--- src/rtl/exec_datapath.sv ---
// ============================================================================
// exec_datapath: single-cycle 8-bit execution datapath (4 x 8 register file,
// ALU, registered {N,C,V,Z} flags, OUT latch).          Revision: 1.0
// ============================================================================
`default_nettype none

module exec_datapath (
  input  logic        clk,
  input  logic        reset,
  input  logic [15:0] Instr,
  output logic [3:0]  ALUFlags,
  output logic [7:0]  DataOut
);

  logic [3:0][7:0] rf_q, rf_d;
  logic [3:0]      flags_q, flags_d;
  logic [7:0]      dout_q, dout_d;

  logic [3:0] opcode;
  logic [1:0] rd, rs;
  logic [7:0] imm;
  logic [7:0] op_a, op_b;
  logic [8:0] sum9, diff9, shl9, shr9;
  logic [7:0] result;
  logic       c_flag, v_flag, upd, wr;

  always_comb begin
    opcode = Instr[15:12];
    rd     = Instr[11:10];
    rs     = Instr[9:8];
    imm    = Instr[7:0];
    op_a   = rf_q[rd];
    op_b   = (opcode == 4'h8 || opcode == 4'h9 || opcode == 4'hB) ? imm : rf_q[rs];

    sum9   = {1'b0, op_a} + {1'b0, op_b};
    diff9  = {1'b0, op_a} - {1'b0, op_b};
    // Shift through a 9th bit so the last bit shifted out lands in a fixed
    // position; a zero shift amount naturally leaves that bit clear.
    shl9   = {1'b0, op_a} << imm[2:0];
    shr9   = {op_a, 1'b0} >> imm[2:0];

    rf_d    = rf_q;
    flags_d = flags_q;
    dout_d  = dout_q;
    result  = 8'h00;
    c_flag  = 1'b0;
    v_flag  = 1'b0;
    upd     = 1'b0;
    wr      = 1'b0;

    case (opcode)
      4'h1: begin result = imm;  wr = 1'b1; end
      4'h2: begin result = op_b; wr = 1'b1; end
      4'h3, 4'h8: begin
        result = sum9[7:0];
        c_flag = sum9[8];
        v_flag = (op_a[7] == op_b[7]) && (result[7] != op_a[7]);
        upd    = 1'b1;
        wr     = 1'b1;
      end
      4'h4, 4'h9, 4'hA, 4'hB: begin
        result = diff9[7:0];
        c_flag = ~diff9[8];
        v_flag = (op_a[7] != op_b[7]) && (result[7] != op_a[7]);
        upd    = 1'b1;
        wr     = (opcode == 4'h4) || (opcode == 4'h9);
      end
      4'h5: begin result = op_a & op_b; upd = 1'b1; wr = 1'b1; end
      4'h6: begin result = op_a | op_b; upd = 1'b1; wr = 1'b1; end
      4'h7: begin result = op_a ^ op_b; upd = 1'b1; wr = 1'b1; end
      4'hC: begin
        result = shl9[7:0];
        c_flag = shl9[8];
        upd    = 1'b1;
        wr     = 1'b1;
      end
      4'hD: begin
        result = shr9[8:1];
        c_flag = shr9[0];
        upd    = 1'b1;
        wr     = 1'b1;
      end
      4'hE: dout_d = op_a;
      default: ;
    endcase

    if (wr)  rf_d[rd] = result;
    if (upd) flags_d  = {result[7], c_flag, v_flag, (result == 8'h00)};
  end

  always_ff @(posedge clk or negedge reset) begin
    if (!reset) begin
      rf_q    <= '0;
      flags_q <= 4'b0000;
      dout_q  <= 8'h00;
    end else begin
      rf_q    <= rf_d;
      flags_q <= flags_d;
      dout_q  <= dout_d;
    end
  end

  assign ALUFlags = flags_q;
  assign DataOut  = dout_q;

endmodule

`default_nettype wire

--- config.mk ---
export PLATFORM = sky130hd
export DESIGN_NAME = exec_datapath
export DESIGN_NICKNAME = d
export VERILOG_FILES = /design/src/rtl/exec_datapath.sv
export SDC_FILE = /design/constraint.sdc
export NUM_CORES = 1
export LEC_CHECK = 0
export CORE_ASPECT_RATIO = 1.75
export CORE_UTILIZATION = 49
export DETAILED_ROUTE_END_ITERATION = 12
export PLACE_DENSITY = 0.68
export SLEW_MARGIN = 20
export SYNTH_ARGS = -nofsm -noshare
export SYNTH_HDL_FRONTEND = slang
export SYNTH_SLANG_ARGS = --single-unit
--- constraint.sdc ---
create_clock -name clk -period 9.52 [get_ports clk]
set_input_delay 2.856 -clock clk [delete_from_list [all_inputs] [get_ports clk]]
set_output_delay 2.856 -clock clk [all_outputs]
set_load 0.1 [all_outputs]
Word level (Yosys, flattened, before mapping):

Index checks and enable logic that the tools add are counted.

* input port bits: 18
* output and inout port bits: 12
* register bits after elaboration: 44
* word-level logic and storage cells: 59

* bitwise logic cells: 4
* muxes and demuxes: 13
* shifts and indexed selects: 2
* reduce and logical (&&, ||, !) cells: 11
* add/subtract/negate cells: 2
* $lt $le $gt $ge: 3
* equal/unequal tests: 18

Operators by type and width (number)
* 8-bit case mux with 9 select lines: 1
* 8-bit binary-select mux with 2-bit select: 2
* 32-bit bitwise mux: 1
* 8-bit 2-to-1 mux: 4
* 4-bit == test, second input constant: 7
* 8-bit demux with 2-bit select: 1
* 4-bit by 3-bit == test with 1-bit output, second input constant: 4
* 11-bit OR reduction: 1
* 8-bit by 8-bit adder with 9-bit output: 1
* 9-bit OR reduction: 1
* 8-bit by 3-bit << shifter with 9-bit output: 1
* 9-bit by 3-bit >> shifter with 9-bit output: 1
* 8-bit by 8-bit subtractor with 9-bit output: 1
* 8-bit AND: 1
* 4-bit by 2-bit == test with 1-bit output, second input constant: 2
* 8-bit logical NOT: 1
* 8-bit OR: 1
* 8-bit XOR: 1
* 2-bit by 3-bit less-than comparator with 1-bit output, second input constant: 2
* 4-bit by 1-bit == test with 1-bit output, second input constant: 1
* 1-bit case mux with 2 select lines: 2
* 1-bit case mux with 4 select lines: 1
* 4-bit OR reduction: 1
* 1-bit logical AND: 3
* other kinds (7): 11

Logic depth before layout (Yosys ltp):

Gate-level depths: netlist of the first run.

* depth in word-level cells: 8
* gate-level depth with buffers: 15
* mapped depth without buffers: 13

Worst setup path before layout of the first run:

Ideal clock, no wire load.

* path type: input to register
* start: input Instr[12]
* end: register flags_q[0] (netlist: ALUFlags[0])
* data required time: 9.428 ns
* stages on the path: 14
* path buffers: 2
* path slack: 3.158 ns
* setup time: 0.092 ns
* data arrival time: 6.270 ns
* cells stage by stage: buf_2 -> nand2b_1 -> nand2b_1 -> clkbuf_1 -> mux2_2 -> ha_1 -> fa_1 -> a21oi_1 -> o21bai_1 -> a221o_1 -> a211o_1 -> a211o_1 -> or3_1 -> o31ai_2

* word-level cells in the longest chain between the ends: 7
* elaborated cells on any way between the ends: 27
* classes of those cells: add/sub: 2; eq/ne: 13; mux: 3; bitwise: 3; reduce/logical: 6

Ends and longest elaborated chain
* start, declared: RTL line 10 `input logic [15:0] Instr,`
* 4-bit == test: RTL line 33, 51
* 1-bit logical OR (2 in series): RTL line 33 `op_b = (opcode == 4'h8 || opcode == 4'h9 || opcode == 4'hB) ? imm : rf_q[rs];`
* 8-bit 2-to-1 mux: RTL line 33
* 8-bit by 8-bit subtractor with 9-bit output (tied with other cells): RTL line 36 `diff9 = {1'b0, op_a} - {1'b0, op_b};`
* 8-bit case mux with 9 select lines: RTL line 51 `case (opcode)`
* 8-bit logical NOT: RTL line 88 `if (upd) flags_d = {result[7], c_flag, v_flag, (result == 8'h00)};`
* end signal, assigned: RTL line 98 `flags_q <= flags_d;`
* end, declared: RTL line 16 `logic [3:0] flags_q, flags_d;`

Several ways; a longest one is shown, not always the timed one.
A chain may end at the register's enable or synchronous reset.

Final worst setup path of the first run:

* start: input Instr[14]
* end: register flags_q[3] (netlist: ALUFlags[3])

* word-level cells in the longest chain between the ends: 6
* elaborated cells on any way between the ends: 26
* classes of those cells: add/sub: 2; eq/ne: 13; mux: 3; bitwise: 3; reduce/logical: 5

Ends and longest elaborated chain (RTL line)
* 4-bit == test: 33, 51
* 1-bit logical OR (2 in series): 33
* 8-bit 2-to-1 mux: 33
* 8-bit by 8-bit subtractor with 9-bit output (tied with other cells): 36
* 8-bit case mux with 9 select lines: 51

Several ways; a longest one is shown, not always the timed one.

==> results.yml, run 1 <==
synthesis:
  synth_nets: 512
  synth_area_um2: 4370
  ys_seq_elements: 44
  synth_area_leader_cell: "dfrtp_1"
  syn_avg_cell_area_um2: 9.36
  synth-edff-count: 0
  yosys_most_used_dff: "dfrtp_1"
  synth_seq_area_share_pct: 25.2
  synthArstFlopShare_pct: 100
  yosysMostFrequentCell: "dfrtp_1"
  yosys_warnings: 0
  synth_cell_types: 69
  synth_top_area_share_pct: 25.2
  netlist_top_cells_count: "dfrtp_1 (44), nand2_1 (43), mux2_2 (41)"
  synthCells: 467
  synth.area.top_cells: "dfrtp_1 (25%), mux2_2 (11%), mux4_2 (8.8%)"
placed_design:
  detailed_place_hpwl_mm: 11.2
  numPortBuffers: 29
  routabilityCongestion: 0.972
  pre_cts_ws_ns: 1.68
clocking:
  cts_max_path_buffers: 2
  cts_hold_buf: 0
  cts-buffers-inserted: 5
  clk_latency_ns: 0.29
  cts_setup_buffers: 0
  clk_pin_slew_ns: 0.06
  h-tree-depth: 2
  cts_tree: "yes"
  cts_root_buffer: "clkbuf_16"
  cts.sinks: 44
  post_cts_resized: 0
critical_path:
  crit_path_cell_trace: "clkdlybuf4s50_1, nand2b_1, nand2b_1, mux2_2, inv_1, ha_1, nor3_1, o311ai_0, a211oi_1, o311a_1, a211oi_1, o21ai_0, mux2_2"
  critPathLaunchType: "primary input"
  critPathKind: "in2reg"
  cp.required_ns: 9.69
  cp-end-kind: "flop"
  crit_arrival_ns: 7.80
  cp_slowest_stage_delay_ns: 1.05
  cpMaxStageDelayCell: "clkdlybuf4s50_1"
  crit_path_max_fanout: 23
route:
  firstDrtPassIters: 5
  ant_nets: 0
  drt_iter0_markers: 260
  drc_errors: 0
  finalWirelength_mm: 14.0
  vias: 3880
  wl_per_cell_um: 23.6
  via_per_inst: 6.54
final_layout:
  area_growth_pct: 10.2
  layout-drive-gt1-share_pct: 17.2
  multi_input_area_um2: 3040
  antennaDiodeCount: 0
  fillers: 844
  nNetsFinal: 521
  seqCellArea_um2: 1100
floorplanning:
  die-area_um2: 9320
  rows: 45
  initial_utilization_pct: 50.4
  core-area_um2: 8670
  io_pins: 30
  die_h_um: 127
  die_x_um: 73.4
min_path:
  hold_class: "reg2reg"
sta:
  worstMarginPinSlew_ns: 0.968
  fin_ws_ns: 1.89
  hold_viol: 0
  fin_crit_sh_pct: 80.2
  slew_violations: 0
  max_slew_margin_pct: 34.6
  finalSetupViolCount: 0
  finalSetupTns_ns: 0
  rsz0062_at_grt: "false"
  hold_ws_ns: 0.491
  max_freq_mhz: 131
  fin_skew_ns: 0.00355
  fin_crit_ns: 7.63
power:
  powerDensity_nw_per_um2: 320
  total_power_uw: 1540
  ir_drop_mv: 0.204
  power.leakage_uw: 0.00201
global_route:
  grt_pass1_vias: 3946
  track_usage_pct: 31.7
  grt_overflow: 0
  grt_pass1_wl_mm: 21.5
  antenna_found_initial: 0
  grt_max_degree: 45
status:
  status: "finished, final reports clean"
flow_run:
  max_cap_violations: 0
cells in the final DEF, fill, tap and decap left out, types with 3 or more instances in the layout:
master	n
clkbuf_16	5
nor3_1	11
o2111ai_1	3
o31ai_1	3
o32ai_1	3
a31oi_1	3
a211oi_1	6
nor2b_1	11
a31o_2	3
a22oi_1	10
buf_4	3
ha_1	25
a21o_1	4
and2_1	3
nand3_1	12
a32oi_1	5
dfrtp_1	44
o22ai_1	4
a221oi_1	4
nor2_1	19
or3_1	4
mux2_2	41
nand2_1	43
or2_2	4
nand3b_1	3
a22o_1	3
xnor2_1	4
nand2b_1	12
inv_1	23
a221o_1	4
clkdlybuf4s50_1	28
a211o_1	3
a21oi_1	20
mux2i_1	20
o21ai_0	21
mux4_2	17
cell families (layout without fill, tap and decap cells):
group                      after synthesis  count (layout)  share of synthesized area [%]
AOI/OAI and AO/OA                      122             122                           20.2
DFF                                     44              44                           25.2
muxes                                   79              79                           24.2
buffers and inverters                   54              63                           5.47
xor gates and xnor gates                 4               4                          0.802
and+or+nand+nor                        137             137                           16.1
adders and majority gates               27              27                           8.07
final timing paths:
kind	slack [ns]	depth (start not counted)	end	startpoint
max in group asynchronous	6.58	1	DataOut[2]	reset
max reg2reg	5.35	11	ALUFlags[3]	rf_q[9]
min in group asynchronous	2.55	1	rf_q[15]	reset
max	1.89	13	ALUFlags[3]	Instr[14]
min	0.49	2	DataOut[6]	DataOut[6]
min reg2reg	0.49	2	DataOut[6]	DataOut[6]
where the power goes:
part | switching [uW] | total [uW] | internal (uW)
Sequential | 69.9 | 341 | 271
Combinational | 647 | 1040 | 391
Clock | 65.0 | 160 | 95.2
per-layer routing:
| metal | vias to the layer above | GRT usage [%] | part of all wire, % |
|---|---|---|---|
| li1 | 1786 | - | - |
| met1 | 1892 | 33.5 | 36 |
| met2 | 141 | 56.4 | 53 |
| met3 | 61 | 2.94 | 3.3 |
| met4 | 0 | 23.2 | 7.8 |
| met5 | - | 0 | 0 |
final cells by class:
type                    count  area share [%]
multi-input cells         369            63.1
flip-flops and latches     44            22.9
repair buffers             31            6.29
well taps                 117            3.04
clock buffers               6            2.68
inverters                  25            1.97
clock inverters             1           0.104
through the flow:
step | std cells | cell area (um2) | util [%]
global placement | 586 | 4670 | 53.9
CTS | 593 | 4810 | 55.4
floorplan | 467 | 4370 | -
finish | 593 | 4820 | 55.5
detailed placement | 586 | 4670 | 53.9
global route | 593 | 4820 | 55.5
sequential cells by signal (all words and copies together), names as in the netlist:
register,cells
ALUFlags,4
DataOut,8
rf_q,32
worst max-delay path, delay by kind of cell:
family | cells | cell delay, ns
AOI/OAI and AO/OA | 5 | 1.96
buffers and inverters | 2 | 1.13
and+or+nand+nor | 3 | 0.79
muxes | 2 | 0.76
adders and majority gates | 1 | 0.29
(Power assumes the default switching activity.)
==> inputs of run 2 (changes only) <==
clock period = 8 ns   (was 9.52 ns; I/O delays follow)
==> results.yml, run 2 (synthesis results as in run 1) <==
status:
  status: "finished, final reports clean"
placed_design:
  detailed_place_hpwl_mm: 11.0
  dp_cells: 593
  pre_cts_ws_ns: 0.974
  numPortBuffers: 29
  routabilityCongestion: 1.04
route:
  firstDrtPassIters: 5
  via_per_inst: 6.58
  ant_nets: 0
  drt_iter0_markers: 309
  finalWirelength_mm: 14.1
  drc_errors: 0
  wl_per_cell_um: 23.4
  vias: 3953
clocking:
  cts-buffers-inserted: 5
  cts_root_buffer: "clkbuf_16"
  cts_tree: "yes"
  cts_setup_buffers: 0
  cts.sinks: 44
  cts_max_path_buffers: 2
  clk_latency_ns: 0.29
  clk_pin_slew_ns: 0.06
  h-tree-depth: 2
  post_cts_resized: 0
  cts_hold_buf: 0
global_route:
  grt_overflow: 0
  grt_max_degree: 45
  track_usage_pct: 32.6
  grt_pass1_wl_mm: 22.2
  antenna_found_initial: 0
  grt_pass1_vias: 4011
sta:
  finalSetupViolCount: 0
  rsz0062_at_grt: "false"
  fin_crit_sh_pct: 87.2
  worstMarginPinSlew_ns: 1.19
  slew_violations: 0
  hold_viol: 0
  max_slew_margin_pct: 19.7
  fin_ws_ns: 1.03
  fin_skew_ns: 0.00588
  finalSetupTns_ns: 0
  fin_crit_ns: 6.97
  max_freq_mhz: 143
floorplanning:
  initial_utilization_pct: 50.4
  die-area_um2: 9320
  io_pins: 30
  rows: 45
  die_x_um: 73.4
  core-area_um2: 8670
  die_h_um: 127
final_layout:
  layout_commonest_cell: "dfrtp_1"
  final_cell_mix: "dfrtp_1 (44), nand2_1 (43), mux2_2 (41)"
  largest_register: "rf_q"
  layout-drive-gt1-share_pct: 18.4
  fillers: 806
  antennaDiodeCount: 0
  nNetsFinal: 528
  largest_register_ffs: 32
  area_growth_pct: 11.6
  finalNonFillerCells: 601
power:
  ir_drop_mv: 0.218
  switchingPower_uw: 930
  switching_share_pct: 50.3
  power.internal_uw: 919
  total_power_uw: 1850
  pwr-share-clk_pct: 11.1
  powerDensity_nw_per_um2: 379
  p_seq_share_pct: 22.1
  combPwrFrac_pct: 66.8
  power.leakage_uw: 0.00204
critical_path:
  cp.required_ns: 8.19
  critPathLaunchType: "primary input"
  cp_slowest_stage_delay_ns: 1.01
  crit_path_cell_trace: "clkdlybuf4s50_1, mux2_1, o21ai_1, inv_1, ha_1, nor2b_1, o311ai_0, buf_4, nand2_1, a221o_1, a21oi_1, o2111ai_1, o31ai_2"
  reg2reg_depth: 12
  cpMaxStageDelayCell: "clkdlybuf4s50_1"
  crit_path_max_fanout: 15
  cp-end-kind: "flop"
  critPathKind: "in2reg"
  crit_arrival_ns: 7.16
min_path:
  hold_class: "reg2reg"
  min_path_cells: 2
flow_run:
  max_cap_violations: 0
[run 2: final cells by class]
class / count / area (um2) / area share, %
tap: 117 / 146 / 3.00
multi-input combinational: 369 / 3030 / 62.2
clock inverter: 1 / 7.51 / 0.154
sequential: 44 / 1100 / 22.6
clock buffer: 7 / 143 / 2.93
inverter: 25 / 95.1 / 1.95
timing repair buffer: 38 / 353 / 7.24
[run 2: path summary, 6_finish.rpt]
path,start,end,slack (ns)
worst max-delay path,Instr[10],ALUFlags[0],1.03
worst min-delay path,DataOut[7],DataOut[7],0.48
worst max register to register,rf_q[9],ALUFlags[0],3.85
worst min register to register,DataOut[7],DataOut[7],0.48
max in group asynchronous,reset,rf_q[19],5.13
min in group asynchronous,reset,ALUFlags[1],2.25
[run 2: power groups by stage]
stage	clock network [uW]	logic (uW)	registers, uW
global route	219	1330	420
global placement	0	1190	401
CTS	211	1210	405
finish	204	1240	409
detailed placement	0	1200	409
floorplan	0	727	543
[run 2: routing by layer]
| metal | up-vias | wire length (um) | track usage (%) |
|---|---|---|---|
| li1 | 1792 | - | - |
| met1 | 1919 | 4940 | 36.0 |
| met2 | 170 | 7280 | 54.7 |
| met3 | 72 | 709 | 5.00 |
| met4 | 0 | 1160 | 24.5 |
| met5 | - | 0 | 0 |
[run 2: worst max-delay path: cells and delay by family]
kind	cells	cell delay, ns
and+or+nand+nor	2	0.19
muxes	1	0.41
AOI/OAI and AO/OA	6	2.47
buffers and inverters	3	1.44
adders and majority gates	1	0.24
[run 2: stage by stage]
stage	instance area [um2]	util, %	hold slack (ns)
5_1_grt	4880	56.2	0.519
6_report	4880	56.2	0.483
3_5_place_dp	4730	54.5	0.473
3_3_place_gp	4730	54.5	0.465
4_1_cts	4880	56.2	0.486
2_1_floorplan	4370	-	0.465
==> inputs of run 3 (changes only) <==
--- a/config.mk
+++ b/config.mk
@@ -10,4 +10,5 @@
 export DETAILED_ROUTE_END_ITERATION = 12
 export PLACE_DENSITY = 0.68
+export RECOVER_POWER = 50
 export SLEW_MARGIN = 20
 export SYNTH_ARGS = -nofsm -noshare
==> constraint.sdc (replaced) <==
create_clock -name clk -period 8 [get_ports clk]
set_input_delay 1.6 -clock clk [delete_from_list [all_inputs] [get_ports clk]]
set_output_delay 1.6 -clock clk [all_outputs]
set_load 0.1 [all_outputs]
==> results.yml, run 3 (synthesis results as in run 1) <==
status:
  status: "complete, but fails checks"
  violations: "capacitance limit, slew limit"
critical_path:
  startpoint: "Instr[14]"
  cp_slowest_stage_delay_ns: 1.02
  reg2reg_to: "rf_q[31]"
  cp_top_family: "compound AO/OA/AOI/OAI gates"
  worstSetupEndpoint: "rf_q[31]"
  path_buf_inv: 2
  cpMaxStageDelayCell: "clkdlybuf4s50_1"
  critPathLaunchType: "primary input"
  crit_arrival_ns: 6.54
  crit_path_cell_trace: "clkdlybuf4s50_1, nand2b_1, nand2b_1, mux2_2, inv_1, ha_1, nor3_1, o311ai_0, a211oi_1, o311a_1, a211oi_1, o21ai_0, mux2_2"
  crit_path_max_fanout: 23
  critPathKind: "in2reg"
  cp-end-kind: "flop"
  r2r_start: "rf_q[9]"
  cp.required_ns: 8.17
  cp.depth: 13
  reg2reg_slack_ns: 3.70
  reg2reg_depth: 11
route:
  wl_per_cell_um: 23.3
  vias: 3906
  firstDrtPassIters: 5
  routed.top_layer: "met4"
  drc_errors: 0
  wl_met2_mm: 7.36
  wl_met3_um: 528
  drt-met1-wl_mm: 4.85
  ant_nets: 0
  drt_iter0_markers: 282
  via_per_inst: 6.56
  finalWirelength_mm: 13.9
final_layout:
  layout_commonest_cell: "dfrtp_1"
  final_cell_mix: "dfrtp_1 (44), nand2_1 (43), mux2_2 (41)"
  fillers: 817
  nNetsFinal: 522
  area_growth_pct: 10.4
  stdcell_area_um2: 4830
  largest_register: "rf_q"
  largest_register_ffs: 32
  finish.utilization_pct: 55.7
  layout-drive-gt1-share_pct: 17.2
  antennaDiodeCount: 0
sta:
  finalSetupTns_ns: 0
  max_slew_margin_pct: -54.7
  worstMarginPinSlew_ns: 2.32
  fin_crit_ns: 6.37
  max_freq_mhz: 157
  rsz0062_at_grt: "false"
  hold_viol: 0
  fin_skew_ns: 0.0117
  finalSetupViolCount: 0
  slew_violations: 45
  fin_crit_sh_pct: 79.7
clocking:
  cts_setup_buffers: 0
  clk_pin_slew_ns: 0.07
  clk_latency_ns: 0.29
  post_cts_resized: 0
  cts_root_buffer: "clkbuf_16"
  cts-buffers-inserted: 5
  h-tree-depth: 2
  cts.sinks: 44
  cts_tree: "yes"
  cts_hold_buf: 0
  cts_max_path_buffers: 2
power:
  power.leakage_uw: 0.00202
  ir_drop_mv: 0.261
  powerDensity_nw_per_um2: 377
floorplanning:
  die-area_um2: 9320
  die_h_um: 127
  die_x_um: 73.4
  rows: 45
  io_pins: 30
  core-area_um2: 8670
  initial_utilization_pct: 50.4
global_route:
  grt_pass1_wl_mm: 21.2
  antenna_found_initial: 0
  track_usage_pct: 31.2
  grt_overflow: 0
  grt_pass1_vias: 3939
  grt_max_degree: 45
placed_design:
  detailed_place_hpwl_mm: 11.1
  dpl-instance-area_um2: 4690
  numPortBuffers: 29
  routabilityCongestion: 0.978
flow_run:
  max_cap_violations: 1
min_path:
  hold_class: "reg2reg"
==> run 3: cell count changes in the layout (fill, tap and decap cells not counted), moves of 2 or more <==
cell             change
dlygate4sd3_1        +6
clkbuf_1             +2
clkdlybuf4s50_1      -6
buf_4                -6
==> run 3: how the worst min path moves through the flow <==
stage | depth (start not counted) | end | start | slack, ns
2_1_floorplan | 2 | rf_q[21] | rf_q[21] | 0.47
3_3_place_gp | 2 | DataOut[3] | DataOut[3] | 0.46
3_5_place_dp | 2 | DataOut[7] | DataOut[7] | 0.48
4_1_cts | 2 | DataOut[7] | DataOut[7] | 0.49
5_1_grt | 2 | DataOut[4] | DataOut[4] | 0.52
6_report | 2 | DataOut[6] | DataOut[6] | 0.48
==> run 3: area by class of cell <==
| cell class | count | area [um2] | area share (%) |
|---|---|---|---|
| sequential | 44 | 1100 | 22.8 |
| tap | 117 | 146 | 3.03 |
| timing repair buffer | 32 | 307 | 6.35 |
| clock buffer | 7 | 133 | 2.75 |
| multi-input combinational | 369 | 3040 | 62.9 |
| inverter | 25 | 95.1 | 1.97 |
| clock inverter | 1 | 8.76 | 0.181 |
==> run 3: worst min-delay path: stages (launching register included) <==
cell and delay (ns):
dfrtp_1 0.34, nand2_1 0.05, o21ai_0 0.06
==> run 3: metal layers <==
layer / global-route usage [%] / vias up
li1: - / 1794
met2: 56.3 / 156
met3: 2.78 / 61
met1: 32.2 / 1895
met4: 23.6 / 0
met5: 0 / -
==> run 3: through the flow <==
step                      setup WS (ns)  power, uW  hold slack (ns)  cells
final                              1.63       1820            0.483    595
after CTS                          1.75       1810            0.491    595
after floorplan                    2.89       1270            0.465    467
after detailed placement           1.46       1610            0.476    587
after global placement             1.57       1600            0.462    587
after global routing               1.26       1920            0.518    595
==> run 3: where the power goes <==
group          switching [uW]  internal [uW]
combinational             754            461
sequential               85.3            323
clock                    82.7            116
